--- src/rtl/pcm_pkg.sv ---
// Shared types and default parameter values for the PCM framer transmitter.
package pcm_pkg;

  // Framer sequencing states. IDLE is the only state where busy_o is low.
  typedef enum logic [1:0] {
    ST_IDLE = 2'd0,
    ST_SYNC = 2'd1,
    ST_DATA = 2'd2,
    ST_GAP  = 2'd3
  } pcm_state_e;

  localparam int unsigned PCM_WORD_W = 8;
  localparam int unsigned PCM_SYNC_W = 32;
  localparam int unsigned PCM_LEN_W  = 16;
  localparam int unsigned PCM_CNT_W  = 32;
  localparam int unsigned PCM_BAUD_W = 16;

endpackage

--- src/rtl/pcm_baud_gen.sv ---
// Bit-clock divider: produces clk_o and a one-cycle launch tick that marks
// the clk_i cycle whose edge moves clk_o in the selected launch direction.
module pcm_baud_gen
  import pcm_pkg::*;
#(
  parameter int unsigned BAUD_W = PCM_BAUD_W
) (
  input  logic              clk_i,
  input  logic              rst_n_i,
  input  logic              edge_i,
  input  logic [BAUD_W-1:0] baudrate_i,
  output logic              clk_o,
  output logic              tick_o
);

  logic [BAUD_W-1:0] cnt_q, cnt_d;
  logic [BAUD_W-1:0] limit;
  logic              clk_q, clk_d;
  logic              wrap;

  // Divider next-state: a baudrate of 0 behaves like 1; >= keeps a live
  // baudrate reduction from stranding the counter above the new limit.
  always_comb begin
    limit  = (baudrate_i == '0) ? BAUD_W'(1) : baudrate_i;
    wrap   = ((cnt_q + 1'b1) >= limit);
    cnt_d  = wrap ? '0 : (cnt_q + 1'b1);
    clk_d  = wrap ? ~clk_q : clk_q;
    // edge_i=0 launches on 0->1, edge_i=1 launches on 1->0
    tick_o = wrap & (clk_q == edge_i);
  end

  // Divider registers with synchronous active-low reset.
  always_ff @(posedge clk_i) begin
    if (!rst_n_i) begin
      cnt_q <= '0;
      clk_q <= 1'b0;
    end else begin
      cnt_q <= cnt_d;
      clk_q <= clk_d;
    end
  end

  assign clk_o = clk_q;

endmodule

--- src/rtl/pcm_framer_tx.sv ---
// PCM frame transmitter: sync code, payload words and idle gap bits are
// serialised onto data_o, one bit per launch tick of the bit clock.
module pcm_framer_tx
  import pcm_pkg::*;
#(
  parameter int unsigned WORD_W = PCM_WORD_W,
  parameter int unsigned SYNC_W = PCM_SYNC_W,
  parameter int unsigned LEN_W  = PCM_LEN_W,
  parameter int unsigned CNT_W  = PCM_CNT_W
) (
  input  logic                         clk_i,
  input  logic                         rst_n_i,
  input  logic                         start_i,
  input  logic                         abort_i,
  input  logic                         edge_i,
  input  logic                         msb_first_i,
  input  logic [15:0]                  baudrate_i,
  input  logic [LEN_W-1:0]             length_i,
  input  logic [SYNC_W-1:0]            code_i,
  input  logic [$clog2(SYNC_W+1)-1:0]  code_len_i,
  input  logic [CNT_W-1:0]             frame_cnt_i,
  input  logic [CNT_W-1:0]             gap_i,
  input  logic [WORD_W-1:0]            s_data_i,
  input  logic                         s_valid_i,
  output logic                         s_ready_o,
  output logic                         data_o,
  output logic                         clk_o,
  output logic                         busy_o,
  output logic                         frame_done_o,
  output logic                         underrun_o
);

  localparam int unsigned CL_W  = $clog2(SYNC_W + 1);
  localparam int unsigned BIT_W = (WORD_W > 1) ? $clog2(WORD_W) : 1;

  pcm_state_e        state_q, state_d;
  logic              data_q, data_d;
  logic [CL_W-1:0]   sync_rem_q, sync_rem_d;
  logic [LEN_W-1:0]  word_q, word_d;
  logic [BIT_W-1:0]  bit_q, bit_d;
  logic              last_q, last_d;
  logic [CNT_W-1:0]  gap_rem_q, gap_rem_d;
  logic [CNT_W-1:0]  cnt_q, cnt_d;
  logic [WORD_W-1:0] sh_q, sh_d;
  logic [WORD_W-1:0] hold_q, hold_d;
  logic              hold_vld_q, hold_vld_d;
  logic [LEN_W-1:0]  len_q, len_d;
  logic [CL_W-1:0]   code_len_q, code_len_d;
  logic [CNT_W-1:0]  frame_cnt_q, frame_cnt_d;
  logic [CNT_W-1:0]  gap_q, gap_d;
  logic              msb_q, msb_d;
  logic [2:0]        start_sync_q, start_sync_d;
  logic              done_q, done_d;
  logic              under_q, under_d;

  logic              tick;
  logic              start_edge;
  logic              emitted;
  logic              take;
  logic              xfer;
  logic [CL_W-1:0]   sync_idx;
  logic [CL_W-1:0]   code_len_eff;
  logic [WORD_W-1:0] word_cur;
  logic [BIT_W-1:0]  bit_cur;
  logic [LEN_W-1:0]  word_idx;

  pcm_baud_gen #(.BAUD_W(16)) u_baud (
    .clk_i      (clk_i),
    .rst_n_i    (rst_n_i),
    .edge_i     (edge_i),
    .baudrate_i (baudrate_i),
    .clk_o      (clk_o),
    .tick_o     (tick)
  );

  // State register: every flop of the framer, synchronous active-low reset.
  always_ff @(posedge clk_i) begin
    if (!rst_n_i) begin
      state_q      <= ST_IDLE;
      data_q       <= 1'b1;
      sync_rem_q   <= '0;
      word_q       <= '0;
      bit_q        <= '0;
      last_q       <= 1'b0;
      gap_rem_q    <= '0;
      cnt_q        <= '0;
      sh_q         <= '0;
      hold_q       <= '0;
      hold_vld_q   <= 1'b0;
      len_q        <= '0;
      code_len_q   <= '0;
      frame_cnt_q  <= '0;
      gap_q        <= '0;
      msb_q        <= 1'b0;
      start_sync_q <= '0;
      done_q       <= 1'b0;
      under_q      <= 1'b0;
    end else begin
      state_q      <= state_d;
      data_q       <= data_d;
      sync_rem_q   <= sync_rem_d;
      word_q       <= word_d;
      bit_q        <= bit_d;
      last_q       <= last_d;
      gap_rem_q    <= gap_rem_d;
      cnt_q        <= cnt_d;
      sh_q         <= sh_d;
      hold_q       <= hold_d;
      hold_vld_q   <= hold_vld_d;
      len_q        <= len_d;
      code_len_q   <= code_len_d;
      frame_cnt_q  <= frame_cnt_d;
      gap_q        <= gap_d;
      msb_q        <= msb_d;
      start_sync_q <= start_sync_d;
      done_q       <= done_d;
      under_q      <= under_d;
    end
  end

  // Next-state: on a launch tick the stages run in frame order (end of frame,
  // gap, sync, data) so a stage that finishes hands the same tick to the next
  // one and back-to-back bits stay contiguous.
  always_comb begin
    state_d      = state_q;
    data_d       = data_q;
    sync_rem_d   = sync_rem_q;
    word_d       = word_q;
    bit_d        = bit_q;
    last_d       = last_q;
    gap_rem_d    = gap_rem_q;
    cnt_d        = cnt_q;
    sh_d         = sh_q;
    len_d        = len_q;
    code_len_d   = code_len_q;
    frame_cnt_d  = frame_cnt_q;
    gap_d        = gap_q;
    msb_d        = msb_q;
    done_d       = 1'b0;
    under_d      = 1'b0;
    emitted      = 1'b0;
    take         = 1'b0;
    sync_idx     = '0;
    word_cur     = sh_q;
    bit_cur      = '0;
    word_idx     = '0;
    start_sync_d = {start_sync_q[1:0], start_i};
    start_edge   = start_sync_q[1] & ~start_sync_q[2];
    code_len_eff = (code_len_i > CL_W'(SYNC_W)) ? CL_W'(SYNC_W) : code_len_i;

    if (state_q == ST_IDLE) begin
      data_d = 1'b1;
      if (start_edge) begin
        state_d     = ST_SYNC;
        len_d       = length_i;
        code_len_d  = code_len_eff;
        frame_cnt_d = frame_cnt_i;
        gap_d       = gap_i;
        msb_d       = msb_first_i;
        cnt_d       = '0;
        sync_rem_d  = code_len_eff;
        word_d      = '0;
        bit_d       = '0;
        last_d      = 1'b0;
      end
    end else if (tick) begin
      // last payload bit period has just ended
      if (state_d == ST_DATA && last_q) begin
        done_d  = 1'b1;
        cnt_d   = cnt_q + 1'b1;
        last_d  = 1'b0;
        data_d  = 1'b1;
        emitted = 1'b1;
        if (frame_cnt_q != '0 && cnt_d == frame_cnt_q) begin
          state_d = ST_IDLE;
        end else if (gap_q != '0) begin
          state_d   = ST_GAP;
          gap_rem_d = gap_q - 1'b1;
        end else begin
          state_d    = ST_SYNC;
          sync_rem_d = code_len_q;
          word_d     = '0;
          bit_d      = '0;
          emitted    = 1'b0;
        end
      end
      if (!emitted && state_d == ST_GAP) begin
        if (gap_rem_q != '0) begin
          data_d    = 1'b1;
          gap_rem_d = gap_rem_q - 1'b1;
          emitted   = 1'b1;
        end else begin
          state_d    = ST_SYNC;
          sync_rem_d = code_len_q;
          word_d     = '0;
          bit_d      = '0;
        end
      end
      if (!emitted && state_d == ST_SYNC) begin
        if (sync_rem_d != '0) begin
          sync_idx   = sync_rem_d - 1'b1;
          data_d     = |(code_i & (SYNC_W'(1) << sync_idx));
          sync_rem_d = sync_idx;
          emitted    = 1'b1;
          if (sync_idx == '0) begin
            state_d = ST_DATA;
            last_d  = (len_q == '0);
          end
        end else begin
          state_d = ST_DATA;
        end
      end
      if (!emitted && state_d == ST_DATA) begin
        if (len_q == '0) begin
          data_d = 1'b1;
          last_d = 1'b1;
        end else begin
          bit_cur  = bit_d;
          word_idx = word_d;
          if (bit_cur == '0) begin
            // first bit of a word: consume hold, or send zeros if it is empty
            take     = 1'b1;
            word_cur = hold_vld_q ? hold_q : '0;
            under_d  = ~hold_vld_q;
          end
          data_d = msb_q ? word_cur[WORD_W-1] : word_cur[0];
          sh_d   = msb_q ? (word_cur << 1) : (word_cur >> 1);
          if (bit_cur == BIT_W'(WORD_W - 1)) begin
            bit_d  = '0;
            word_d = word_idx + 1'b1;
            if (word_idx == len_q - 1'b1) last_d = 1'b1;
          end else begin
            bit_d = bit_cur + 1'b1;
          end
        end
      end
    end

    // Holding register. A word moves on a clk_i edge exactly when s_valid_i
    // and s_ready_o are both high; s_ready_o never depends on s_valid_i.
    hold_d     = hold_q;
    hold_vld_d = hold_vld_q;
    if (take) hold_vld_d = 1'b0;
    if (xfer) begin
      hold_d     = s_data_i;
      hold_vld_d = 1'b1;
    end

    // abort wins over everything: back to idle, line high, hold flushed
    if (abort_i) begin
      state_d    = ST_IDLE;
      data_d     = 1'b1;
      hold_vld_d = 1'b0;
      last_d     = 1'b0;
      done_d     = 1'b0;
      under_d    = 1'b0;
    end
  end

  // Outputs decoded from registered state.
  always_comb begin
    busy_o       = (state_q != ST_IDLE);
    s_ready_o    = busy_o & ~hold_vld_q;
    xfer         = s_valid_i & s_ready_o;
    data_o       = data_q;
    frame_done_o = done_q;
    underrun_o   = under_q;
  end

endmodule

--- config.mk ---
export PLATFORM = sky130hd
export DESIGN_NAME = pcm_framer_tx
export DESIGN_NICKNAME = d
export VERILOG_FILES = /design/src/rtl/pcm_pkg.sv /design/src/rtl/pcm_baud_gen.sv /design/src/rtl/pcm_framer_tx.sv
export SDC_FILE = /design/constraint.sdc
export NUM_CORES = 1
export LEC_CHECK = 0
export CAP_MARGIN = 20
export CORE_UTILIZATION = 62
export DETAILED_ROUTE_END_ITERATION = 6
export GPL_ROUTABILITY_DRIVEN = 0
export GPL_TIMING_DRIVEN = 0
export PLACE_DENSITY_LB_ADDON = 0.05
export SETUP_SLACK_MARGIN = 0.15
export SLEW_MARGIN = 10
export SYNTH_ARGS = -nofsm -noshare
export SYNTH_HDL_FRONTEND = slang
export SYNTH_SLANG_ARGS = --single-unit
--- constraint.sdc ---
create_clock -name clk_i -period 9.7 [get_ports clk_i]
set_input_delay 0.97 -clock clk_i [delete_from_list [all_inputs] [get_ports clk_i]]
set_output_delay 0.97 -clock clk_i [all_outputs]
set_load 0.01 [all_outputs]
==> results.md <==
- Worst setup SP type: flop
- I/O Pins: 155
- HPWL Detailed: 29,500 um
- Metal-1 WL: 16,900 um
- CTS tree: yes
- Largest net degree at the start of global routing: 14
- Die ar.: 0.0226 mm^2
- Synth Flop Type: dfxtp_1
- Via Count: 14,422
- Clk Latency, worst-skew pair: 530 ps
- Core Box Area: 0.0213 mm^2
- Worst-margin pin slew: 1060 ps
- Rows: 53
- Post-Syn Area: 0.0136 mm^2
- Clk root buf: clkbuf_16
- Drt via density: 6.28
- Final slew viol count: 0
- Cell mode on critical path: buf_2
- PD cells: 132 mW/mm^2
- Req. time, crit path: 10,090 ps
- Diode count: 0
- # H-tree levels: 1
- Unrepaired setup endpoints after global routing: false
- Async SR Flop Fraction: 0%
- Most frequent cells in the layout: 326 x nand2_1, 219 x dfxtp_1, 177 x a21oi_1, 152 x clkdlybuf4s50_1, 146 x nor2_1
- Fin crit share: 70.4%
- Antenna violations before repair: 0
- Die width: 150 um
- Met3 wire len: 3640 um
- Synth warn: 0
- Routed wire length: 40,600 um
- Post-synth EDFFs: 0
- Register area share after synthesis: 32.2%
- Post-CTS resize count: 0
- Synth area leaders: dfxtp_1 32%, nand2_1 9.0%, a21oi_1 6.5%, xnor2_1 5.5%, nor2_1 4.0%
- Mean Syn Cell Area: 7.46 um^2
- Arr. time, crit path: 7210 ps
- PortBufs: 152
- Tot Pwr: 0.00215 W
- WL/cell: 17.7 um
- Detail Route Antenna Nets: 0
- Slew headroom: 29.5%
- FMAX: 147 MHz
- CP Class: flop to flop
- Critical Path, Cell by Cell: ha_1 > buf_2 > nand3_2 > nor3_2 > xnor2_1 > nor4_1 > nand4_1 > nor4_1 > a31o_1 > buf_6 > buf_2 > buf_2 > mux2i_1 > ha_1 > inv_1 > or3_1 > xor2_1 > nand2_1 > nor2_1 > a31oi_1 > or4_1 > o221a_2 > a211oi_1 > o31ai_1
- DRT iter0 DRCs: 1,449
- Worst clock skew: 21.9 ps
- Clk sinks: 219
- Worst hold path class: flop to flop
- Metal2 WL: 18,600 um
- Final setup vio count: 0
- Synth Instances: 1,826
- Post-route setup TNS: 0 ps
- Gr ovfl total: 0
- Syn_nets: 2,007
- Clk buf depth: 3
- Status: finished clean
- Number of CTS-inserted buffers: 24
- Vias in the first global route: 13,501
- CTS Hold Bufs: 0
- Worst path max stage delay: 680 ps
- Share of cells above drive strength 1: 4.80%
- Maxcap violations: 0
- Yosys cell types: 87
- DRC Markers: 0
- Area grow syn2layout: 19.4%
- Leak: 6.06 nW
- Flops & latches, synth: 219
- Critical path's slowest cell: nor4_1
- Final hold violation count: 0
- Clock slew at reported path FFs: 60 ps
- GRT Total Usage: 35.8%
- Max Used Layer: met4
- First-pass DRT Iterations: 7
- Final nets: 2,185
- Commonest non-fill, non-tap cell in the layout: nand2_1
- Die H: 150 um
- Crit. End Element: flop
- Peak supply drop: 0.000137 V
- Yosys top cell by area: dfxtp_1
- Final min period: 6820 ps
- Maximum fanout along the worst path: 10
- First-pass GRT wire length: 65,400 um
- Starting density of the core: 64.0%
- Post-CTS Setup Inserts: 0
- Top-area cell type share of the netlist area: 32.2%
[flip-flops by register name, summed over array words and instances, names as in the netlist, 2 cells and up]
signal	cells
sh_q	8
hold_q	8
gap_q	32
word_q	16
len_q	16
cnt_q	32
bit_q	3
start_sync_q	3
u_baud.cnt_q	16
gap_rem_q	32
state_q	2
sync_rem_q	6
code_len_q	6
frame_cnt_q	32
[cells by family (layout without fill, tap and decap cells)]
group | after synthesis | count (layout) | synth area share [%]
compound gates | 459 | 459 | 21.1
mux | 26 | 26 | 2.07
simple gates | 792 | 792 | 28.1
flops | 219 | 219 | 32.2
buf+inv | 161 | 356 | 4.81
fa+ha+maj | 32 | 32 | 2.94
xor+xnor | 137 | 137 | 8.81
[power by group]
group	leakage [nW]	switching [W]	total (W)	internal [W]
sequential	1.77	0.0000168	0.000931	0.000914
clock	0.384	0.000380	0.000907	0.000527
combinational	3.90	0.000164	0.000308	0.000144
[cell type report]
class / count / area, um^2
repair buffers: 152 / 1520
plain buffers: 117 / 489
clock buffers: 34 / 699
inverters: 44 / 165
fillers: 1684 / 5030
clock inverters: 9 / 72.6
multi-input cells: 1446 / 8580
well taps: 275 / 344
flip-flops and latches: 219 / 4380
[synthesized netlist by cell type (4+ instances only)]
| master | instances |
|---|---|
| o31ai_1 | 7 |
| nor2b_1 | 8 |
| and2_1 | 14 |
| nand2b_1 | 11 |
| a21o_1 | 10 |
| nand4_1 | 31 |
| a22o_1 | 8 |
| and4_1 | 4 |
| a311oi_1 | 13 |
| a21oi_1 | 177 |
| a22oi_1 | 20 |
| xor2_1 | 52 |
| a31oi_1 | 14 |
| buf_2 | 17 |
| nand2_1 | 326 |
| and3_1 | 31 |
| a211o_1 | 7 |
| mux2i_1 | 18 |
| nand3_1 | 59 |
| or4_1 | 9 |
| nor2_1 | 146 |
| nand3b_1 | 8 |
| o211ai_1 | 11 |
| o31a_1 | 5 |
| dfxtp_1 | 219 |
| o21ai_0 | 82 |
| or3_1 | 16 |
| a221oi_1 | 5 |
| a211oi_1 | 24 |
| nor3b_1 | 11 |
| clkbuf_1 | 90 |
| xnor2_1 | 85 |
| o21ai_1 | 4 |
| nor4_1 | 32 |
| o22ai_1 | 26 |
| nor3_1 | 57 |
| inv_1 | 42 |
| ha_1 | 32 |
| mux2_2 | 7 |
| o21a_1 | 5 |
| a32o_1 | 4 |
[final timing paths]
check | startpoint | endpoint | slack [ps] | depth (start not counted)
worst max-delay path | cnt_q[0] | last_q | 2880 | 24
worst min-delay path | start_sync_q[0] | start_sync_q[1] | 440 | 1
worst max register to register | cnt_q[0] | last_q | 2880 | 24
worst min register to register | start_sync_q[0] | start_sync_q[1] | 440 | 1
[metal layers]
layer,vias up,GRT usage [%]
li1,6873,-
met1,6687,46.0
met2,726,59.7
met3,136,5.03
met4,0,15.3
met5,-,0.682
[worst max-delay path, delay by kind of cell, from the launching register on]
family                   cells  cell delay, ps
multiplexers                 1             420
XOR/XNOR                     2             290
AND/OR/NAND/NOR              9            3030
flip-flops                   1             460
adder cells (fa/ha/maj)      2             560
buffers and inverters        5            1070
AO/OA/AOI/OAI                5             850
[stage by stage]
step	std cells	instance area, um^2	setup slack, ps	utilization [%]	hold WS [ps]
2_1_floorplan	1826	13600	4390	-	412
3_3_place_gp	2253	15500	3230	72.7	420
3_5_place_dp	2253	15500	3140	72.7	418
4_1_cts	2296	16300	3110	76.3	433
5_1_grt	2296	16300	2620	76.3	479
6_report	2296	16300	2880	76.3	437
No activity file was read; power rests on OpenSTA's default activity.
